`src/rtl/busca_pkg.sv`:
```
// Shared types for the instruction-fetch controller.
// FSM state encoding, PC increment and the prefetch entry layout.
package busca_pkg;

  typedef enum logic [1:0] {
    IDLE,
    RUN,
    HALT,
    FAULT
  } state_t;

  localparam int unsigned PC_INC   = 4;
  localparam int unsigned DEF_BITS = 32;
  localparam int unsigned DEF_PC_W = 7;

  typedef struct packed {
    logic [DEF_PC_W-1:0] pc;
    logic [DEF_BITS-1:0] instr;
  } fetch_entry_t;

endpackage

```
`src/rtl/fila_busca.sv`:
```
// Two-entry prefetch FIFO with flush; head reads as zero when empty.
// Push while full is accepted only when a pop frees the slot the same cycle.
module fila_busca
  import busca_pkg::*;
#(
  parameter type entry_t = fetch_entry_t
) (
  input  logic   clk,
  input  logic   rst,
  input  logic   flush,
  input  logic   push,
  input  logic   pop,
  input  entry_t din,
  output entry_t dout,
  output logic   full,
  output logic   empty
);

  entry_t     mem_q [2];
  logic       head_q, head_d;
  logic       tail_q, tail_d;
  logic [1:0] cnt_q, cnt_d;
  logic       do_push, do_pop;

  assign full    = cnt_q == 2'd2;
  assign empty   = cnt_q == 2'd0;
  assign do_pop  = pop && !empty;
  assign do_push = push && (!full || do_pop);
  assign dout    = empty ? '0 : mem_q[head_q];

  always_comb begin
    head_d = head_q;
    tail_d = tail_q;
    cnt_d  = cnt_q;
    if (flush) begin
      head_d = 1'b0;
      tail_d = 1'b0;
      cnt_d  = 2'd0;
    end else begin
      if (do_push) tail_d = !tail_q;
      if (do_pop)  head_d = !head_q;
      cnt_d = cnt_q + {1'b0, do_push} - {1'b0, do_pop};
    end
  end

  always_ff @(posedge clk or posedge rst) begin
    if (rst) begin
      head_q   <= 1'b0;
      tail_q   <= 1'b0;
      cnt_q    <= 2'd0;
      mem_q[0] <= '0;
      mem_q[1] <= '0;
    end else begin
      head_q <= head_d;
      tail_q <= tail_d;
      cnt_q  <= cnt_d;
      if (do_push && !flush) mem_q[tail_q] <= din;
    end
  end

endmodule

```
`src/rtl/controle_busca.sv`:
```
// Fetch controller: PC, IDLE/RUN/HALT/FAULT FSM, prefetch queue to decode.
// FETCH_BOUND_CHK_EN enables the misaligned/out-of-range FAULT path.
module controle_busca
  import busca_pkg::*;
#(
  parameter int BITS        = 32,
  parameter int DEPTH       = 2000,
  parameter int I_ADDR_BITS = 6
) (
  input  logic                   clk,
  input  logic                   rst,
  input  logic                   start,
  input  logic [I_ADDR_BITS:0]   start_pc,
  input  logic                   halt,
  input  logic                   redir_valid,
  input  logic [I_ADDR_BITS:0]   redir_pc,
  output logic [I_ADDR_BITS-2:0] imem_addr,
  input  logic [BITS-1:0]        imem_dout,
  output logic                   inst_valid,
  input  logic                   inst_ready,
  output logic [BITS-1:0]        inst,
  output logic [I_ADDR_BITS:0]   inst_pc,
  output logic                   busy,
  output logic                   fault
);

  typedef logic [I_ADDR_BITS:0] pc_t;

  typedef struct packed {
    pc_t             pc;
    logic [BITS-1:0] instr;
  } ent_t;

  state_t state_q, state_d;
  pc_t    pc_q, pc_d;
  pc_t    load_raw, load_pc;
  logic   bad_load, bad_fetch;
  logic   q_full, q_empty;
  logic   q_push, q_pop, q_flush;
  ent_t   q_din, q_dout;

  // Same mux serves both load sources: only IDLE/HALT take start_pc
  assign load_raw = (state_q == RUN) ? redir_pc : start_pc;

`ifdef FETCH_BOUND_CHK_EN
  assign load_pc   = load_raw;
  assign bad_load  = |load_raw[1:0];
  assign bad_fetch =
    32'(pc_q[I_ADDR_BITS:2]) >= $unsigned(DEPTH);
  assign fault     = state_q == FAULT;
`else
  logic unused_cfg;
  assign load_pc    = {load_raw[I_ADDR_BITS:2], 2'b00};
  assign bad_load   = 1'b0;
  assign bad_fetch  = 1'b0;
  assign fault      = 1'b0;
  assign unused_cfg = ^{load_raw[1:0], DEPTH > 0};
`endif

  assign imem_addr  = pc_q[I_ADDR_BITS:2];
  assign busy       = state_q == RUN;
  assign inst_valid = !q_empty;
  assign inst       = q_dout.instr;
  assign inst_pc    = q_dout.pc;
  assign q_pop      = inst_valid && inst_ready;
  assign q_din      = '{pc: pc_q, instr: imem_dout};

  always_comb begin
    state_d = state_q;
    pc_d    = pc_q;
    q_push  = 1'b0;
    q_flush = 1'b0;
    unique case (state_q)
      IDLE, HALT: begin
        if (start) begin
          q_flush = 1'b1;
          if (bad_load) begin
            state_d = FAULT;
          end else begin
            pc_d    = load_pc;
            state_d = RUN;
          end
        end
      end
      RUN: begin
        if (redir_valid) begin
          q_flush = 1'b1;
          if (bad_load) begin
            state_d = FAULT;
          end else begin
            pc_d    = load_pc;
            state_d = halt ? HALT : RUN;
          end
        end else if (halt) begin
          state_d = HALT;
        end else if (bad_fetch) begin
          state_d = FAULT;
        end else if (!q_full || q_pop) begin
          q_push = 1'b1;
          pc_d   = pc_q + pc_t'(PC_INC);
        end
      end
      FAULT: begin
        state_d = FAULT;
      end
      default: begin
        state_d = IDLE;
      end
    endcase
  end

  always_ff @(posedge clk or posedge rst) begin
    if (rst) begin
      state_q <= IDLE;
      pc_q    <= '0;
    end else begin
      state_q <= state_d;
      pc_q    <= pc_d;
    end
  end

  fila_busca #(
    .entry_t(ent_t)
  ) u_fila (
    .clk  (clk),
    .rst  (rst),
    .flush(q_flush),
    .push (q_push),
    .pop  (q_pop),
    .din  (q_din),
    .dout (q_dout),
    .full (q_full),
    .empty(q_empty)
  );

endmodule
```
`config.mk`:
```
export PLATFORM = sky130hd
export DESIGN_NAME = controle_busca
export DESIGN_NICKNAME = d
export VERILOG_FILES = /design/src/rtl/busca_pkg.sv /design/src/rtl/fila_busca.sv /design/src/rtl/controle_busca.sv
export SDC_FILE = /design/constraint.sdc
export NUM_CORES = 1
export LEC_CHECK = 0
export BUFFER_PORTS_ARGS = -buffer_cell sky130_fd_sc_hd__buf_2
export CAP_MARGIN = 20
export CORE_ASPECT_RATIO = 1.25
export CORE_MARGIN = 4
export CORE_UTILIZATION = 52
export CTS_BUF_LIST = sky130_fd_sc_hd__clkbuf_4
export CTS_CLUSTER_DIAMETER = 30
export DETAILED_ROUTE_END_ITERATION = 10
export HOLD_SLACK_MARGIN = 0.05
export PLACE_DENSITY = 0.85
export SLEW_MARGIN = 20
export SYNTH_ARGS = -nofsm -noshare
export SYNTH_HDL_FRONTEND = slang
export SYNTH_SLANG_ARGS = --single-unit
export TNS_END_PERCENT = 20
```
`constraint.sdc`:
```
create_clock -name clk -period 3.3 [get_ports clk]
set_input_delay 0.66 -clock clk [delete_from_list [all_inputs] [get_ports clk]]
set_output_delay 0.66 -clock clk [all_outputs]
set_load 0.03 [all_outputs]
```
==> results.tsv, run 1 <==
stage	metric	value	unit
worst_setup_path	critical_path_class	reg2out	
floorplanning	die_x	89.1	um
sta	finalCritPeriodShare	81.7	%
cts	cts_tree	built	
worst_setup_path	worst-path-buf-inv	2	
power	clkPwrFrac	13.6	%
floorplanning	initial_core_util	54.0	%
layout	diodes	0	
logic_synthesis	yosysWarnings	0	
floorplanning	fp.dieH	109	um
logic_synthesis	ys_seq_elements	85	
global_route	grt_usage	18.3	%
worst_setup_path	arrival	2.04	ns
sta	hold-worst-slack	0.363	ns
power	swShare	41.2	%
sta	maxSlewHeadroom	41.2	%
layout	nets	460	
place	io_buffers	91	
worst_setup_path	rr_worst_depth	5	
worst_setup_path	max_stage_delay	0.51	ns
route	routed_wl	8290	um
worst_setup_path	cp_top_family	simple AND/OR/NAND/NOR gates	
route	dr.pass1.iters	4	
min_path	worstHoldPathType	in2async	
global_route	antenna_found_initial	0	
logic_synthesis	syn_area	0.00428	sq mm
sta	max_freq	371	MHz
cts	cts_buffer_depth	2	
layout	ff_latch_area	0.00213	sq mm
global_route	grt_max_degree	53	
layout	drive_gt1_share	48.0	%
cts	cts_buffers	9	
sta	rsz0062_at_grt	false	
logic_synthesis	synthArstFlopShare	100	%
cts	clk_latency	0.43	ns
sta	fin_crit	2.70	ns
logic_synthesis	syn_area_per_cell	13.5	sq um
logic_synthesis	ys_types	29	
worst_setup_path	crit_cells	4	
power	comb_power_share	43.2	%
cts	cts_resized	0	
layout	finalCoreUtilization	61.1	%
route	vias	2653	
layout	final_common_cell	buf_2	
sta	setup_tns	0	ns
floorplanning	io_pins	99	
route	wl_per_cell	16.4	um
cts	clock-sinks	85	
sta	tightest_slew	0.882	ns
route	drt_iter0_markers	73	
route	ant_nets	0	
status	status	completed	
sta	hold_viol	0	
logic_synthesis	ys_seq_area_share	49.7	%
layout	layout_common_cells	buf_2 (91), dfrtp_1 (84), mux2_4 (49), nor2_1 (44), mux2i_1 (40)	
cts	cts_max_level	3	
logic_synthesis	netlist_instances	316	
global_route	overflow	0	
sta	finalSetupViolCount	0	
floorplanning	die_area	0.00975	sq mm
cts	path_clk_slew	0.13	ns
worst_setup_path	crit_fanout	22	
worst_setup_path	required	2.64	ns
floorplanning	num_rows	36	
global_route	grt_pass1_vias	2915	
power	powerDensity	757	mW/mm^2
worst_setup_path	path_cells	nor2_4, buf_4, nor2_1, buf_2	
worst_setup_path	slowest_stage	nor2_4	
route	vias_per_cell	5.25	
job	cap_viol_max_count	0	
sta	maxSlewViolCount	0	
power	switching_power	1.51	mW
place	place_congestion	0.751	
worst_setup_path	start_kind	flop	
power	intPower	2.16	mW
worst_setup_path	end_kind	primary output	
layout	layout.cells.non_filler	505	
global_route	grt_pass1_wl	13700	um
power	p_seq_share	43.2	%
cts	hold_buffers	0	
layout	fillers	638	
power	vdd_drop_max	430	uV
logic_synthesis	synth_edf_count	0	
place	place_hpwl	5860	um
power	p_leak	2.57	nW
cts	cts_root_buf	clkbuf_4	
layout	area_growth	13.2	%
floorplanning	fp.coreArea	0.00793	sq mm
place	place_inst	489	
layout	multi_input_area	0.00192	sq mm
cts	postCtsSetupRepairBufs	0	
logic_synthesis	synth-main-ff-cell	dfrtp_1	
route	route.detailed.drc	0	
sta	finClkSkew	0.0131	ns
[logic make-up (layout without fill, tap and decap cells)]
group | count (synthesis) | in the layout | share of synthesized area [%]
multiplexers | 117 | 117 | 33.9
adder cells (fa/ha/maj) | 3 | 3 | 0.878
other | 1 | 3 | 0.0877
AND/OR/NAND/NOR | 56 | 56 | 5.41
buffers and inverters | 31 | 123 | 5.85
flip-flops | 85 | 85 | 49.7
AO/OA/AOI/OAI | 19 | 19 | 3.30
XOR/XNOR | 4 | 4 | 0.819
[cell usage after synthesis, drive strengths merged (3+ instances only)]
| master | count | area, sq um |
|---|---|---|
| dfrtp | 85 | 2130 |
| mux2 | 77 | 1050 |
| nor2 | 45 | 169 |
| mux2i | 40 | 400 |
| buf | 18 | 201 |
| inv | 9 | 33.8 |
| o21ai | 7 | 35.0 |
| a21oi | 5 | 25.0 |
| clkbuf | 4 | 15.0 |
| nand2 | 4 | 15.0 |
| ha | 3 | 37.5 |
[metrics by stage]
stage	total power, mW	worst slack (ns)	instance area, sq um
2_1_floorplan	2.76	0.447	4290
3_3_place_gp	3.15	0.865	4730
3_5_place_dp	3.21	0.825	4730
4_1_cts	3.71	0.543	4840
5_1_grt	3.91	0.445	4840
6_report	3.66	0.604	4840
[worst paths after layout]
| path | to | slack, ns | from |
|---|---|---|---|
| max in group asynchronous | u_fila.head_q$_DFFE_PP0P_ | 2.12 | rst |
| max | inst[19] | 0.60 | u_fila.cnt_q[1]$_DFF_PP0_ |
| min reg2reg | u_fila.tail_q$_DFFE_PP0P_ | 0.50 | u_fila.tail_q$_DFFE_PP0P_ |
| min | u_fila.mem_q[63]$_DFFE_PP0P_ | 0.36 | rst |
| max reg2reg | u_fila.mem_q[62]$_DFFE_PP0P_ | 0.95 | state_q[1]$_DFFE_PP0P_ |
| min in group clk | state_q[1]$_DFFE_PP0P_ | 0.41 | start |
[power groups by stage]
stage | Clock, mW | Combinational [mW] | Sequential (mW)
6_report | 0.497 | 1.58 | 1.58
5_1_grt | 0.566 | 1.72 | 1.63
3_3_place_gp | 0 | 1.57 | 1.58
2_1_floorplan | 0 | 1.22 | 1.54
4_1_cts | 0.521 | 1.61 | 1.59
3_5_place_dp | 0 | 1.60 | 1.60
[registers in the layout, indices dropped and copies added, names as in the netlist]
register	flops
u_fila.head_q	1
u_fila.mem_q	74
pc_q	5
u_fila.cnt_q	2
state_q	2
u_fila.tail_q	1
[metal layers]
metal / up-vias / track usage (%) / routed length [um]
li1: 1260 / - / -
met1: 1322 / 22.3 / 3640
met2: 61 / 31.9 / 4140
met3: 10 / 2.77 / 384
met4: 0 / 7.66 / 128
met5: - / 0 / 0
[cell type report]
cell class,instances,share of cell area (%)
well taps,95,2.45
clock buffers,9,1.40
multi-input cells,202,39.6
flip-flops and latches,85,44.0
inverters,9,0.724
clock inverters,7,0.879
repair buffers,98,11.0
Note: power is estimated with default switching activity, not from simulation.
==> run 2: changes to the inputs <==
clock period = 2.6 ns   (was 3.3 ns; I/O delays follow)
==> results.tsv, run 2 (synthesis gave the netlist of run 1 again) <==
stage	metric	value	unit	change
power	power.total	4.87	mW	+33%
power	switching_power	1.91	mW	+27%
sta	hold_viol	0		unchanged
place	place_congestion	0.803		+6.9%
floorplanning	initial_core_util	54.0	%	unchanged
job	cap_viol_max_count	0		unchanged
sta	setup_ws	0.277	ns	-0.327 ns
layout	layout_common_cells	buf_2 (91), dfrtp_1 (84), mux2_4 (49), nor2_1 (44), mux2i_1 (40)		
sta	finalCritPeriodShare	89.4	%	
sta	tightest_slew	0.576	ns	-0.306 ns
cts	cts_root_buf	clkbuf_4		
cts	postCtsSetupRepairBufs	0		unchanged
layout	regMostFlops	u_fila.mem_q		
sta	setup_tns	0	ns	unchanged
cts	hold_buffers	0		unchanged
sta	maxSlewHeadroom	61.5	%	+20 points
worst_setup_path	crit_fanout	17		-23%
floorplanning	fp.dieH	109	um	unchanged
sta	fin_crit	2.32	ns	
worst_setup_path	rr_endpoint	u_fila.mem_q[23]$_DFFE_PP0P_		
power	powerDensity	986	mW/mm^2	+30%
global_route	overflow	0		unchanged
cts	cts_buffer_depth	2		unchanged
route	vias	2693		+1.5%
global_route	grt_usage	18.2	%	-0.13 points
route	ant_nets	0		unchanged
global_route	grt_pass1_vias	2838		-2.6%
power	clkPwrFrac	17.2	%	+3.6 points
layout	layout.cells.non_filler	508		+0.59%
layout	nets	463		+0.65%
worst_setup_path	rr_worst_depth	5		unchanged
power	comb_power_share	42.7	%	-0.5 points
route	route.detailed.drc	0		unchanged
place	io_buffers	91		unchanged
floorplanning	die_x	89.1	um	unchanged
floorplanning	num_rows	36		unchanged
power	swShare	39.3	%	-1.9 points
layout	final_common_cell	buf_2		
global_route	antenna_found_initial	0		unchanged
layout	top_regs	u_fila.mem_q (74), pc_q (5)		
layout	design_area	0.00494	sq mm	+2.0%
global_route	grt_pass1_wl	13500	um	-0.96%
sta	finalSetupViolCount	0		unchanged
layout	diodes	0		unchanged
cts	path_clk_slew	0.13	ns	about the same
route	drt_iter0_markers	59		-19%
power	p_leak	2.61	nW	+1.5%
cts	clock-sinks	85		unchanged
floorplanning	io_pins	99		unchanged
worst_setup_path	regToRegSetupSlack	0.28	ns	-0.67 ns
layout	largest_reg_flops	74		unchanged
cts	cts_tree	built		
sta	hold-worst-slack	0.127	ns	-0.236 ns
worst_setup_path	end_kind	flop		
cts	cts_resized	0		unchanged
power	intPower	2.96	mW	+37%
sta	maxSlewViolCount	0		unchanged
cts	clk_latency	0.43	ns	about the same
sta	finClkSkew	0.0167	ns	+0.00357 ns
layout	area_growth	15.5	%	
route	vias_per_cell	5.30		+0.91%
worst_setup_path	required	2.92	ns	+0.28 ns
sta	rsz0062_at_grt	false		
status	status	completed		
power	vdd_drop_max	552	uV	+28%
place	place_inst	492		+0.61%
route	wl_per_cell	16.6	um	+1.3%
floorplanning	die_area	0.00975	sq mm	unchanged
place	place_hpwl	5900	um	+0.57%
cts	cts_max_level	3		unchanged
worst_setup_path	critical_path_class	reg2reg		
global_route	grt_max_degree	39		-26%
route	dr.pass1.iters	4		unchanged
worst_setup_path	timing.rr.start	state_q[1]$_DFFE_PP0P_		
route	routed_wl	8450	um	+1.9%
layout	drive_gt1_share	48.4	%	+0.38 points
floorplanning	fp.coreArea	0.00793	sq mm	unchanged
power	p_seq_share	40.1	%	-3.1 points
min_path	worstHoldPathType	in2async		
cts	cts_buffers	9		unchanged
place	place_area	0.00478	sq mm	+1.1%
worst_setup_path	start_kind	flop		
layout	finalCoreUtilization	62.3	%	+1.2 points
place	post-place-ws	0.310	ns	-0.515 ns
sta	max_freq	430	MHz	
worst_setup_path	arrival	2.64	ns	+0.60 ns
[run 2: cell types whose count changed in the layout (fill, tap and decap cells not counted)]
cell        change
bufinv_16       +2
buf_4           +1
clkinv_2        -3
clkinvlp_4      +1
clkinv_4        -2
clkbuf_4        +2
buf_12          +2
[run 2: worst max-delay path by stage]
stage	slack, ns	start	cells past startpoint	endpoint
global route	0.15	state_q[1]$_DFFE_PP0P_	5	u_fila.mem_q[6]$_DFFE_PP0P_
floorplan	0.50	u_fila.head_q$_DFFE_PP0P_	4	inst[10]
global placement	0.34	state_q[1]$_DFFE_PP0P_	5	u_fila.mem_q[23]$_DFFE_PP0P_
CTS	0.27	state_q[1]$_DFFE_PP0P_	5	u_fila.mem_q[13]$_DFFE_PP0P_
detailed placement	0.31	state_q[1]$_DFFE_PP0P_	5	u_fila.mem_q[18]$_DFFE_PP0P_
finish	0.28	state_q[1]$_DFFE_PP0P_	5	u_fila.mem_q[23]$_DFFE_PP0P_
[run 2: power groups by stage]
stage / clock [mW] / sequential [mW] / combinational [mW]
floorplan: 0 / 1.95 / 1.55
global placement: 0 / 1.94 / 2.06
detailed placement: 0 / 1.98 / 2.11
CTS: 0.863 / 1.95 / 2.12
global route: 0.926 / 2.00 / 2.24
finish: 0.837 / 1.96 / 2.08
[run 2: final cells by class]
class                           count  area [sq um]
Inverter                            9          37.5
Timing Repair Buffer              101           581
Clock inverter                      5          75.1
Sequential cell                    85          2130
Tap cell                           95           119
Fill cell                         642          2990
Multi-Input combinational cell    202          1920
Clock buffer                       11          82.6
[run 2: metal layers]
layer  share of wire, %  up-vias  global-route usage (%)
met5                  0        -                       0
met4                1.3        0                    7.34
met3                4.4        8                    3.60
met2                 50       64                    30.4
met1                 44     1352                    22.9
li1                   -     1269                       -
[run 2: worst max-delay path, cell delays in order (launching register included)]
cell,delay [ns]
dfrtp_1,0.41
nand2b_1,0.30
a2111oi_4,0.47
and2_2,0.46
buf_12,0.25
mux2_4,0.32
==> run 3: changes to the inputs <==
CORE_UTILIZATION = 50   (was 52)
PLACE_DENSITY = 0.83   (was 0.85)
==> results.tsv, run 3 (synthesis gave the netlist of run 1 again) <==
stage	metric	value	unit	change
cts	cts_max_level	3		unchanged
layout	area_growth	15.6	%	
layout	regMostFlops	u_fila.mem_q		
route	routed_wl	8550	um	+1.2%
floorplanning	io_pins	99		unchanged
status	status	completed		
worst_setup_path	max_stage_delay	0.64	ns	+0.17 ns
route	dr.pass1.iters	4		unchanged
sta	setup_ws	0.238	ns	-0.0389 ns
floorplanning	die_x	90.7	um	+1.8%
worst_setup_path	arrival	1.84	ns	-0.80 ns
layout	final_common_cell	buf_2		
power	vdd_drop_max	630	uV	+14%
sta	hold_viol	0		unchanged
layout	top_regs	u_fila.mem_q (74), pc_q (5)		
floorplanning	num_rows	37		+2.8%
job	cap_viol_max_count	0		unchanged
route	vias_per_cell	5.26		-0.83%
place	io_buffers	91		unchanged
sta	maxSlewViolCount	0		unchanged
worst_setup_path	required	2.08	ns	-0.84 ns
route	vias	2676		-0.63%
global_route	grt_pass1_wl	14200	um	+4.7%
place	place_hpwl	5940	um	+0.65%
worst_setup_path	crit_fanout	27		+10
global_route	grt_pass1_vias	2927		+3.1%
worst_setup_path	critical_path_class	reg2out		
floorplanning	initial_core_util	51.6	%	-2.3 points
floorplanning	fp.dieH	111	um	+1.8%
sta	finClkSkew	0.0154	ns	-0.00128 ns
worst_setup_path	path_cells	buf_12, mux2i_1, nor2_1, buf_2		
route	drt_iter0_markers	58		-1.7%
cts	cts_buffer_depth	2		unchanged
layout	drive_gt1_share	48.8	%	+0.36 points
worst_setup_path	timing.rr.start	state_q[1]$_DFFE_PP0P_		
cts	hold_buffers	0		unchanged
sta	rsz0062_at_grt	false		
route	wl_per_cell	16.8	um	+1.0%
layout	layout_common_cells	buf_2 (91), dfrtp_1 (84), mux2_4 (49), nor2_1 (44), mux2i_1 (40)		
cts	cts_root_buf	clkbuf_4		
place	place_congestion	0.784		-2.3%
sta	finalCritPeriodShare	90.9	%	+1.5 points
floorplanning	die_area	0.0101	sq mm	+3.7%
place	post-place-ws	0.348	ns	+0.0383 ns
sta	finalSetupViolCount	0		unchanged
layout	diodes	0		unchanged
cts	path_clk_slew	0.13	ns	about the same
worst_setup_path	slowest_stage	dfrtp_2		
global_route	grt_usage	17.7	%	-0.44 points
sta	tightest_slew	0.663	ns	+0.0877 ns
sta	hold-worst-slack	0.167	ns	+0.0396 ns
route	route.detailed.drc	0		unchanged
cts	clock-sinks	85		unchanged
cts	cts_resized	0		unchanged
sta	max_freq	423	MHz	-1.6%
sta	fin_crit	2.36	ns	+0.0389 ns
global_route	overflow	0		unchanged
sta	setup_tns	0	ns	unchanged
global_route	grt_max_degree	43		+10%
cts	postCtsSetupRepairBufs	0		unchanged
min_path	worstHoldPathType	in2async		
sta	maxSlewHeadroom	55.7	%	-5.9 points
layout	nets	462		-0.22%
cts	cts_tree	built		
global_route	antenna_found_initial	0		unchanged
worst_setup_path	regToRegSetupSlack	0.32	ns	+0.04 ns
power	power.total	4.88	mW	+0.24%
worst_setup_path	start_kind	flop		
cts	cts_buffers	9		unchanged
worst_setup_path	rr_worst_depth	5		unchanged
cts	clk_latency	0.42	ns	about the same
power	p_leak	2.61	nW	+0.33%
worst_setup_path	end_kind	primary output		
route	ant_nets	0		unchanged
floorplanning	fp.coreArea	0.00829	sq mm	+4.5%
worst_setup_path	rr_endpoint	u_fila.mem_q[59]$_DFFE_PP0P_		
power	powerDensity	987	mW/mm^2	about the same
layout	largest_reg_flops	74		unchanged
layout	fillers	683		+6.4%
-- run 3: worst max path at each step --
| stage | endpoint | cells after the start | slack, ns | startpoint |
|---|---|---|---|---|
| 2_1_floorplan | inst[10] | 4 | 0.50 | u_fila.head_q$_DFFE_PP0P_ |
| 3_3_place_gp | u_fila.mem_q[63]$_DFFE_PP0P_ | 5 | 0.37 | state_q[1]$_DFFE_PP0P_ |
| 3_5_place_dp | u_fila.mem_q[67]$_DFFE_PP0P_ | 5 | 0.35 | state_q[1]$_DFFE_PP0P_ |
| 4_1_cts | inst[11] | 4 | 0.19 | u_fila.head_q$_DFFE_PP0P_ |
| 5_1_grt | inst[11] | 4 | 0.11 | u_fila.head_q$_DFFE_PP0P_ |
| 6_report | inst[11] | 4 | 0.24 | u_fila.head_q$_DFFE_PP0P_ |
-- run 3: per-stage QoR --
| step | instance area [sq um] | util, % | cells |
|---|---|---|---|
| 4_1_cts | 4950 | 59.7 | 509 |
| 2_1_floorplan | 4290 | - | 318 |
| 3_3_place_gp | 4790 | 57.8 | 493 |
| 3_5_place_dp | 4790 | 57.8 | 493 |
| 5_1_grt | 4950 | 59.7 | 509 |
| 6_report | 4950 | 59.7 | 509 |
-- run 3: metal layers --
| metal | global-route usage, % | vias to the layer above | routed length, um |
|---|---|---|---|
| met5 | 0 | - | 0 |
| met4 | 8.17 | 0 | 145 |
| met3 | 3.18 | 9 | 296 |
| met2 | 31.4 | 61 | 4500 |
| met1 | 20.9 | 1342 | 3610 |
| li1 | - | 1264 | - |
-- run 3: critical path: cells and delay by family (launching register included) --
| kind | cells | cell delay [ns] |
|---|---|---|
| flip-flops | 1 | 0.64 |
| buffers and inverters | 2 | 0.47 |
| multiplexers | 1 | 0.23 |
| AND/OR/NAND/NOR | 1 | 0.06 |
-- run 3: layout make-up --
cell class / instances / area, sq um / share of cell area, %
Clock inverter: 5 / 75.1 / 1.52
Sequential cell: 85 / 2130 / 43.0
Timing Repair Buffer: 100 / 586 / 11.8
Clock buffer: 11 / 82.6 / 1.67
Inverter: 9 / 37.5 / 0.759
Tap cell: 97 / 121 / 2.45
Multi-Input combinational cell: 202 / 1920 / 38.7
-- run 3: report_power, final --
part           switching [mW]  internal (mW)  total (mW)
combinational            1.16          0.886        2.05
clock                   0.433          0.408       0.841
sequential              0.323           1.67        2.00
total                    1.92           2.97        4.88
